$ cat config.mk
export PLATFORM = sky130hd
export DESIGN_NAME = fetch_sequencer_flat
export DESIGN_NICKNAME = d
export VERILOG_FILES = /design/src/rtl/rv32i_pkg.sv /design/src/rtl/fetch_sequencer_if.sv /design/src/rtl/fetch_sequencer.sv /design/src/flat_wrapper.sv
export SDC_FILE = /design/constraint.sdc
export NUM_CORES = 1
export LEC_CHECK = 0
export CAP_MARGIN = 5
export CORE_MARGIN = 2
export CORE_UTILIZATION = 39
export DETAILED_ROUTE_END_ITERATION = 8
export GPL_ROUTABILITY_DRIVEN = 0
export PLACE_DENSITY_LB_ADDON = 0.3
export SLEW_MARGIN = 5
export SYNTH_ARGS = -nofsm -noshare
export SYNTH_HDL_FRONTEND = slang
export SYNTH_SLANG_ARGS = --single-unit
$ cat constraint.sdc
create_clock -name clk -period 2.1 [get_ports clk]
set_input_delay 0.42 -clock clk [delete_from_list [all_inputs] [get_ports clk]]
set_output_delay 0.42 -clock clk [all_outputs]
set_load 0.05 [all_outputs]
$ cat src/rtl/rv32i_pkg.sv
// rtl/rv32i_pkg.sv - shared RV32I front-end types and constants
//
// Purpose: fetch FSM state encoding, architectural width and the NOP
// encoding used to initialise the decode-side instruction register.
// Ports: none (package).

package rv32i_pkg;

  localparam int XLEN = 32;

  // addi x0, x0, 0
  localparam logic [XLEN-1:0] NOP_INSTR = 32'h0000_0013;

  typedef enum logic [1:0] {
    IDLE = 2'd0,
    REQ  = 2'd1,
    WAIT = 2'd2,
    HOLD = 2'd3
  } fetch_state_t;

endpackage

$ cat src/rtl/fetch_sequencer_if.sv
// rtl/fetch_sequencer_if.sv - fetch sequencer memory, decode and redirect bundle
//
// Purpose: groups the instruction-memory request/grant/response channel,
// the decode valid/ready channel and the execute redirect channel.
// Modports:
//   master - the fetch sequencer (drives imem_req/imem_addr and if_*)
//   slave  - the environment (memory, decode and execute stages)
// Signals:
//   imem_req, imem_addr            request and word-aligned fetch address
//   imem_gnt                       request accepted this cycle
//   imem_rvalid, imem_rdata        response word
//   if_valid, if_instr, if_pc      held instruction for decode
//   if_ready                       decode accepts this cycle
//   redirect_valid, redirect_pc    taken branch / jump target from execute

interface fetch_sequencer_if;
  import rv32i_pkg::*;

  logic            imem_req;
  logic [XLEN-1:0] imem_addr;
  logic            imem_gnt;
  logic            imem_rvalid;
  logic [XLEN-1:0] imem_rdata;
  logic            if_valid;
  logic            if_ready;
  logic [XLEN-1:0] if_instr;
  logic [XLEN-1:0] if_pc;
  logic            redirect_valid;
  logic [XLEN-1:0] redirect_pc;

  modport master (
    output imem_req, imem_addr, if_valid, if_instr, if_pc,
    input  imem_gnt, imem_rvalid, imem_rdata, if_ready,
           redirect_valid, redirect_pc
  );

  modport slave (
    input  imem_req, imem_addr, if_valid, if_instr, if_pc,
    output imem_gnt, imem_rvalid, imem_rdata, if_ready,
           redirect_valid, redirect_pc
  );

endinterface

$ cat src/rtl/fetch_sequencer.sv
// rtl/fetch_sequencer.sv - RV32I instruction-fetch sequencer
//
// Purpose: owns the program counter, issues one fetch at a time to
// instruction memory, holds the returned word for decode and applies
// execute-stage redirects, discarding any response made stale by one.
// Parameters:
//   RESET_PC   address of the first fetch after reset
// Ports:
//   clk        clock, rising edge
//   rst_n      asynchronous active-low reset
//   bus        fetch_sequencer_if.master (memory, decode, redirect)
// Every output comes straight from a flop; no input reaches an output
// combinationally.

module fetch_sequencer
  import rv32i_pkg::*;
#(
  parameter logic [XLEN-1:0] RESET_PC = 32'h0000_0000
) (
  input logic                clk,
  input logic                rst_n,
  fetch_sequencer_if.master  bus
);

  fetch_state_t    state, state_n;
  logic [XLEN-1:0] pc, pc_n;
  logic            drop, drop_n;
  logic [XLEN-1:0] instr_q, instr_n;
  logic [XLEN-1:0] ipc_q, ipc_n;
  logic            req_q, req_n;
  logic            valid_q, valid_n;
  logic [XLEN-1:0] target;

  // Redirect targets are forced to word alignment.
  assign target = {bus.redirect_pc[XLEN-1:2], 2'b00};

  // State register
  always_ff @(posedge clk or negedge rst_n) begin
    if (!rst_n) begin
      state <= IDLE;
    end else begin
      state <= state_n;
    end
  end

  // Next-state logic
  always_comb begin
    state_n = state;
    case (state)
      IDLE: state_n = REQ;
      REQ:  if (bus.imem_gnt) state_n = WAIT;
      WAIT: begin
        if (bus.imem_rvalid) begin
          // A stale or freshly redirected response goes back to fetch.
          state_n = (drop || bus.redirect_valid) ? REQ : HOLD;
        end
      end
      HOLD: if (bus.redirect_valid || bus.if_ready) state_n = REQ;
      default: state_n = IDLE;
    endcase
  end

  // Output / datapath next values
  always_comb begin
    pc_n    = pc;
    drop_n  = drop;
    instr_n = instr_q;
    ipc_n   = ipc_q;
    case (state)
      REQ: begin
        // The granted fetch is for the old pc; its response must die.
        if (bus.imem_gnt && bus.redirect_valid) drop_n = 1'b1;
      end
      WAIT: begin
        if (bus.imem_rvalid) begin
          drop_n = 1'b0;
          if (!drop && !bus.redirect_valid) begin
            instr_n = bus.imem_rdata;
            ipc_n   = pc;
          end
        end else if (bus.redirect_valid) begin
          drop_n = 1'b1;
        end
      end
      HOLD: begin
        if (bus.if_ready && !bus.redirect_valid) pc_n = pc + 32'd4;
      end
      default: ;
    endcase
    // A redirect wins over every other pc update, in every state.
    if (bus.redirect_valid) pc_n = target;
    req_n   = (state_n == REQ);
    valid_n = (state_n == HOLD);
  end

  // Datapath and output registers
  always_ff @(posedge clk or negedge rst_n) begin
    if (!rst_n) begin
      pc      <= RESET_PC;
      drop    <= 1'b0;
      instr_q <= NOP_INSTR;
      ipc_q   <= RESET_PC;
      req_q   <= 1'b0;
      valid_q <= 1'b0;
    end else begin
      pc      <= pc_n;
      drop    <= drop_n;
      instr_q <= instr_n;
      ipc_q   <= ipc_n;
      req_q   <= req_n;
      valid_q <= valid_n;
    end
  end

  assign bus.imem_req  = req_q;
  assign bus.imem_addr = pc;
  assign bus.if_valid  = valid_q;
  assign bus.if_instr  = instr_q;
  assign bus.if_pc     = ipc_q;

endmodule

$ cat src/flat_wrapper.sv
// flat-port wrapper written by rule: the top's interface ports become plain ports
module fetch_sequencer_flat import rv32i_pkg::*;
#(
  parameter logic [XLEN-1:0] RESET_PC = 32'h0000_0000
)
  (clk, rst_n, bus_imem_req, bus_imem_addr, bus_if_valid, bus_if_instr, bus_if_pc, bus_imem_gnt, bus_imem_rvalid, bus_imem_rdata, bus_if_ready, bus_redirect_valid, bus_redirect_pc);
  fetch_sequencer_if bus_i ();
  input logic clk;
  input logic rst_n;
  output wire logic [$bits(bus_i.imem_req)-1:0] bus_imem_req;
  output wire logic [$bits(bus_i.imem_addr)-1:0] bus_imem_addr;
  output wire logic [$bits(bus_i.if_valid)-1:0] bus_if_valid;
  output wire logic [$bits(bus_i.if_instr)-1:0] bus_if_instr;
  output wire logic [$bits(bus_i.if_pc)-1:0] bus_if_pc;
  input wire logic [$bits(bus_i.imem_gnt)-1:0] bus_imem_gnt;
  input wire logic [$bits(bus_i.imem_rvalid)-1:0] bus_imem_rvalid;
  input wire logic [$bits(bus_i.imem_rdata)-1:0] bus_imem_rdata;
  input wire logic [$bits(bus_i.if_ready)-1:0] bus_if_ready;
  input wire logic [$bits(bus_i.redirect_valid)-1:0] bus_redirect_valid;
  input wire logic [$bits(bus_i.redirect_pc)-1:0] bus_redirect_pc;
  assign bus_imem_req = bus_i.imem_req;
  assign bus_imem_addr = bus_i.imem_addr;
  assign bus_if_valid = bus_i.if_valid;
  assign bus_if_instr = bus_i.if_instr;
  assign bus_if_pc = bus_i.if_pc;
  assign bus_i.imem_gnt = bus_imem_gnt;
  assign bus_i.imem_rvalid = bus_imem_rvalid;
  assign bus_i.imem_rdata = bus_imem_rdata;
  assign bus_i.if_ready = bus_if_ready;
  assign bus_i.redirect_valid = bus_redirect_valid;
  assign bus_i.redirect_pc = bus_redirect_pc;
  fetch_sequencer #(.RESET_PC(RESET_PC)) u_core (.clk(clk), .rst_n(rst_n), .bus(bus_i));
endmodule
==> metrics.yaml, run 1 <==
path_clk_slew_ns: 0.09
worstPathRequired_ns: 1.68
totalWireLength_um: 11400
crit_chain: "clkdlybuf4s50_1"
clkLatencyLatePin_ns: 0.37
die-width_um: 109
met3_usage_pct: 4.16
avgRoutedWirePerCell_um: 16.3
dp_slack_ns: -0.424
rows: 38
slew_violations: 0
cp_slowest_cell: "clkdlybuf4s50_1"
layout.nets: 625
grt.total_usage_pct: 19.7
first_global_vias: 3616
met2_usage_pct: 32.7
dpl.cell_count: 681
rrSetupSlack_ns: 0.10
setup_viol: 0
n_antenna_cell: 0
n_fill_cell: 901
ios: 168
cts_tree: "yes"
worstReg2RegEnd: "u_core.bus.imem_addr[22]"
powerDensity_nw_per_um2: 1340
max-vdd-ir-drop_v: 0.000833
final-instance-count-excl-fill: 699
worstHoldPathCells: 2
hold_slack_ns: 0.498
path_max_fanout: 7
antenna_found_initial: 0
mostFrequentLayoutCells: "clkdlybuf4s50_1 (130), dfrtp_1 (74), mux2_2 (58), buf_4 (44), nand2_1 (30)"
synth_top_area_share_pct: 55.1
dr.first_iter.drc_count: 106
period_minus_slack_ns: 2.04
async_reset_ff_share_pct: 100
yosysTopAreaCell: "dfrtp_1"
grt_max_degree: 48
final_common_cell: "clkdlybuf4s50_1"
hp-start: "u_core.bus.if_pc[10]"
ys_ff_latch: 97
drc: 0
crit_type: "reg -> out"
finClkSkew_ns: 0.00757
cp.depth: 1
relSlewSlack_pct: 62.8
via_count: 3625
critPathMaxStageDelay_ns: 0.82
post-route-period-util_pct: 97.0
cp-start-kind: "flip-flop"
synth_ff_type: "dfrtp_1"
yosysSeqAreaShare_pct: 57.0
synth_area_per_cell_um2: 11.9
critPathBufInv: 1
die_y_um: 109
first_pass_iters: 4
dpl.hpwl_um: 8240
r2r-start: "u_core.bus.imem_addr[3]"
drive_gt1_share_pct: 27.7
worstMarginPinSlew_ns: 0.556
synthDistinctLibCells: 40
vias_per_cell: 5.19
synthTopCellsByArea: "dfrtp_1 (55%), mux2_2 (15%), or4_1 (3.3%), nand2_1 (2.6%), o31ai_1 (2.6%)"
cts_root_buf: "clkbuf_8"
dieArea_um2: 11800
syn_inst: 359
htree_levels: 3
cap_violations: 0
worstHoldEndpoint: "u_core.bus.if_pc[10]"
initial_core_util_pct: 39.7
yosys_warnings: 0
syn_to_final_growth_pct: 53.8
worstPathArrival_ns: 1.62
io_buffers: 161
ant_nets: 0
numCtsBuffers: 9
fmax_mhz: 491
core_area_um2: 10700
cp_top_family: "buffers and inverters"
grt-ovfl-total: 0
grt_setup_unrepaired: "false"
hp-class: "reg -> reg"
p_leak_nw: 2.82
cts.sinks: 97
final_hold_viol_count: 0
grt_pass1_wl_um: 17900
grtUsageMet1_pct: 25.0
cp-end-kind: "primary output"
synth-edff-count: 0
grt_busiest_layer: "met2"
setup_ws_ns: 0.0637
reg2reg_depth: 6
outcome: "finished clean"
syn_area_um2: 4270
finalSetupTns_ns: 0
cts_buffer_depth: 2
==> metrics by stage <==
step	area (um2)	utilization, %	total power, mW
finish	6560	61.1	8.77
floorplan	4320	-	5.77
global route	6560	61.1	9.17
CTS	6530	60.8	8.84
detailed placement	6310	58.7	7.50
global placement	6310	58.7	7.41
==> worst max path at each step <==
| stage | to | startpoint |
|---|---|---|
| floorplan | u_core.bus.imem_addr[22] | u_core.bus.imem_addr[2] |
| CTS | bus_imem_addr[22] | u_core.bus.imem_addr[22] |
| global placement | u_core.bus.imem_addr[25] | bus_if_ready |
| global route | bus_imem_addr[21] | u_core.bus.imem_addr[21] |
| detailed placement | u_core.bus.imem_addr[21] | bus_if_ready |
| finish | bus_imem_addr[21] | u_core.bus.imem_addr[21] |
==> report_power, final <==
group / switching (mW) / internal, mW / total [mW]
combinational: 2.89 / 1.63 / 4.53
sequential: 0.348 / 2.52 / 2.86
clock: 0.677 / 0.705 / 1.38
total: 3.91 / 4.86 / 8.77
==> logic make-up (layout without fill, tap and decap cells) <==
group / Yosys count / in the layout / synth area share, %
buffers and inverters: 33 / 230 / 3.93
XOR/XNOR: 10 / 10 / 2.05
AO/OA/AOI/OAI: 53 / 53 / 7.80
other: 1 / 4 / 0.0879
adder cells (fa/ha/maj): 1 / 1 / 0.293
AND/OR/NAND/NOR: 104 / 104 / 13.1
multiplexers: 60 / 60 / 15.8
flip-flops: 97 / 97 / 57.0
==> state kept, by name, summed over array words and instances (netlist names) <==
name	count
u_core.state	2
u_core.bus.imem_addr	30
u_core.bus.if_pc	30
u_core.drop	1
u_core.bus.if_valid	1
u_core.bus.imem_req	1
u_core.bus.if_instr	32
==> layer usage <==
metal | vias to the layer above | routed length [um] | part of all wire, %
met2 | 136 | 5420 | 48
met5 | - | 0 | 0
li1 | 1692 | - | -
met1 | 1779 | 4950 | 43
met4 | 0 | 230 | 2.0
met3 | 18 | 805 | 7.1
==> final cells by class <==
class                      instances  area (um2)  share of cell area [%]
sequential                        97        2460                    37.4
timing repair buffer             207        1970                    30.1
multi-input combinational        232        1700                    26.0
tap                              140         175                    2.67
clock buffer                      10         138                    2.10
clock inverter                     6        91.3                    1.39
inverter                           7        26.3                   0.400
==> synthesized netlist by cell type, types with 2 or more instances <==
| cell type | n |
|---|---|
| a31oi_1 | 17 |
| and3_1 | 2 |
| buf_1 | 3 |
| buf_4 | 4 |
| buf_6 | 2 |
| clkbuf_1 | 14 |
| dfrtp_1 | 94 |
| dfstp_2 | 3 |
| dlygate4sd3_1 | 2 |
| inv_1 | 6 |
| mux2_2 | 58 |
| mux2i_1 | 2 |
| nand2_1 | 30 |
| nand3_1 | 10 |
| nand4_1 | 9 |
| nor2_1 | 19 |
| nor4_1 | 3 |
| o211ai_1 | 3 |
| o21ai_0 | 16 |
| o31ai_1 | 15 |
| or3_1 | 2 |
| or4_1 | 19 |
| xnor2_1 | 7 |
| xor2_1 | 3 |
==> repair_timing <==
item,CTS,global route
hold buffers,1,0
cloned,0,1
buffers inserted,0,0
pin swaps,0,4
endpoints found under the setup margin,28,15
hold endpoints to repair,26,0
resized for setup,22,10
(Power assumes the default switching activity.)
==> inputs of run 2 (changes only) <==
--- a/config.mk
+++ b/config.mk
@@ -13,2 +13,3 @@
 export PLACE_DENSITY_LB_ADDON = 0.3
+export REMOVE_ABC_BUFFERS = 1
 export SLEW_MARGIN = 5
==> constraint.sdc (replaced) <==
create_clock -name clk -period 2.1 [get_ports clk]
set_input_delay 0.315 -clock clk [delete_from_list [all_inputs] [get_ports clk]]
set_output_delay 0.315 -clock clk [all_outputs]
set_load 0.05 [all_outputs]
==> run 2 against run 1 <==
  * Core utilization decreased by 0.61 points
  * Count of clock-buffer cells in the layout unchanged
  * Via count fell by 2.9%
  * Routed wire length decreased by 3.4%
  * Critical path type is now reg -> reg
  * Final cell count shrank 0.57%
  * Setup slack worse by 0.013 ns
  * Critical path depth is 5 higher
  * First-iteration DRC count down 1.9%
  * Maximum frequency is 0.64% lower
==> metrics.yaml, run 2 (synthesis gave the netlist of run 1 again) <==
outcome: "finished clean"
cap_violations: 0  # unchanged
hp-class: "in -> async"
first_global_vias: 3572  # -1.2%
io_buffers: 161  # unchanged
cts_root_buf: "clkbuf_8"
ant_nets: 0  # unchanged
slew_violations: 0  # unchanged
fin_area_um2: 6500  # -0.99%
finClkSkew_ns: 0.0111  # +0.00357 ns
path_max_fanout: 17  # +10
drive_gt1_share_pct: 23.2  # -4.5 points
via_count: 3520  # -2.9%
multiInputGateArea_um2: 1690  # -0.88%
cp-end-kind: "flip-flop"
die-width_um: 109  # unchanged
crit_type: "reg -> reg"
regArea_um2: 2430  # -1.0%
worstPathRequired_ns: 2.38  # +0.70 ns
cts.sinks: 97  # unchanged
final_hold_viol_count: 0  # unchanged
hold_slack_ns: 0.476  # -0.0221 ns
syn_to_final_growth_pct: 52.3
numCtsBuffers: 9  # unchanged
grt_max_degree: 39  # -19%
vias_per_cell: 5.06  # -2.3%
n_fill_cell: 919  # +2.0%
worstReg2RegEnd: "u_core.bus.imem_addr[22]"
dpl_cell_area_um2: 6240  # -1.1%
utilization_pct: 60.5  # -0.61 points
mostFrequentLayoutCells: "clkdlybuf4s50_1 (159), dfrtp_1 (94), mux2_2 (58), buf_4 (37), nand2_1 (30)"
setup_viol: 0  # unchanged
die_y_um: 109  # unchanged
cp-start-kind: "flip-flop"
grt.total_usage_pct: 18.9  # -0.83 points
period_minus_slack_ns: 2.05  # +0.0131 ns
antenna_found_initial: 0  # unchanged
worstMarginPinSlew_ns: 0.551  # -0.00517 ns
largest_register_ffs: 32  # unchanged
ios: 168  # unchanged
path_clk_slew_ns: 0.10  # about the same
grt-ovfl-total: 0  # unchanged
cts_buffer_depth: 2  # unchanged
powerDensity_nw_per_um2: 1330  # -0.42%
post-route-period-util_pct: 97.6  # +0.63 points
n_antenna_cell: 0  # unchanged
rrSetupSlack_ns: 0.05  # -0.05 ns
grt_pass1_wl_um: 17300  # -3.1%
layout.nets: 621  # -0.64%
r2r-start: "u_core.bus.imem_addr[3]"
reg2reg_depth: 6  # unchanged
drc: 0  # unchanged
p_leak_nw: 2.74  # -3.0%
core_area_um2: 10700  # unchanged
dr.first_iter.drc_count: 104  # -1.9%
avgRoutedWirePerCell_um: 15.8  # -2.8%
rows: 38  # unchanged
relSlewSlack_pct: 63.2  # +0.35 points
final_common_cell: "clkdlybuf4s50_1"
first_pass_iters: 4  # unchanged
htree_levels: 3  # unchanged
clkLatencyLatePin_ns: 0.36  # about the same
worstPathArrival_ns: 2.33  # +0.71 ns
fmax_mhz: 488  # -0.64%
initial_core_util_pct: 39.7  # unchanged
cts_tree: "yes"
grt_setup_unrepaired: "true"
dieArea_um2: 11800  # unchanged
totalWireLength_um: 11000  # -3.4%
dpl.hpwl_um: 7880  # -4.4%
max-vdd-ir-drop_v: 0.000849  # +2.0%
finalSetupTns_ns: 0  # unchanged
## run 2: cell count changes in the layout (fill, tap and decap cells not counted), sizes merged
cell           before  now
bufinv              2    1
dlymetal6s2s        8    0
clkdlybuf4s50     130  159
clkinvlp            3    1
clkinv              2    5
buf                48   43
dlygate4sd2        20    0
## run 2: how the worst max path moves through the flow
stage / startpoint / end / slack (ns) / cells after the start
after floorplan: u_core.state[0] / u_core.bus.if_instr[10] / -1.16 / 2
after global placement: bus_if_ready / u_core.bus.imem_addr[19] / -0.27 / 6
after detailed placement: bus_if_ready / u_core.bus.imem_addr[19] / -0.30 / 6
after CTS: u_core.bus.imem_addr[17] / u_core.bus.imem_addr[31] / 0.0005 / 4
after global routing: u_core.bus.imem_addr[3] / u_core.bus.imem_addr[22] / -0.03 / 6
final: u_core.bus.imem_addr[3] / u_core.bus.imem_addr[22] / 0.05 / 6
## run 2: worst max-delay path: stages (launching register included)
cell	delay (ns)
dfrtp_1	0.41
ha_2	0.21
nand4_1	0.13
or3_1	0.34
buf_6	0.17
or4_1	0.50
a31oi_1	0.20
## run 2: layer usage
metal	part of all wire (%)	track usage, %	up-vias
met5	0	0	-
met4	1.6	6.78	0
met3	7.3	4.76	15
met2	48	31.6	123
met1	43	23.7	1702
li1	-	-	1680
## run 2: what timing repair did
item / in CTS / in global routing
setup buffers: 2 / 3
resized for setup: 0 / 5
endpoints found under the setup margin: 1 / 8
hold buffers: 1 / 0
endpoints found under the hold margin: 32 / 0
pin swaps: 0 / 2
## run 2: area by class of cell
class / instances / share of cell area, %
repair buffers: 203 / 30.5
clock inverters: 6 / 0.886
well taps: 140 / 2.70
inverters: 7 / 0.404
flip-flops and latches: 97 / 37.4
multi-input cells: 232 / 26.0
clock buffers: 10 / 2.12
## run 2: power by group
part,internal [mW],switching [mW]
clock network,0.575,0.648
logic,1.69,2.90
registers,2.51,0.327
## run 2: metrics by stage
stage          power, mW  setup WS, ns  std cells
2_1_floorplan       5.75         -1.16        336
3_3_place_gp        7.38        -0.270        673
3_5_place_dp        7.49        -0.298        673
4_1_cts             8.72      0.000544        692
5_1_grt             9.03       -0.0317        695
6_report            8.65        0.0506        695
==> inputs of run 3 (changes only) <==
HOLD_SLACK_MARGIN = 0.05   (was default)
==> results of run 3 <==
Same layout as run 2: the final DEF is identical, and so are final timing and power.
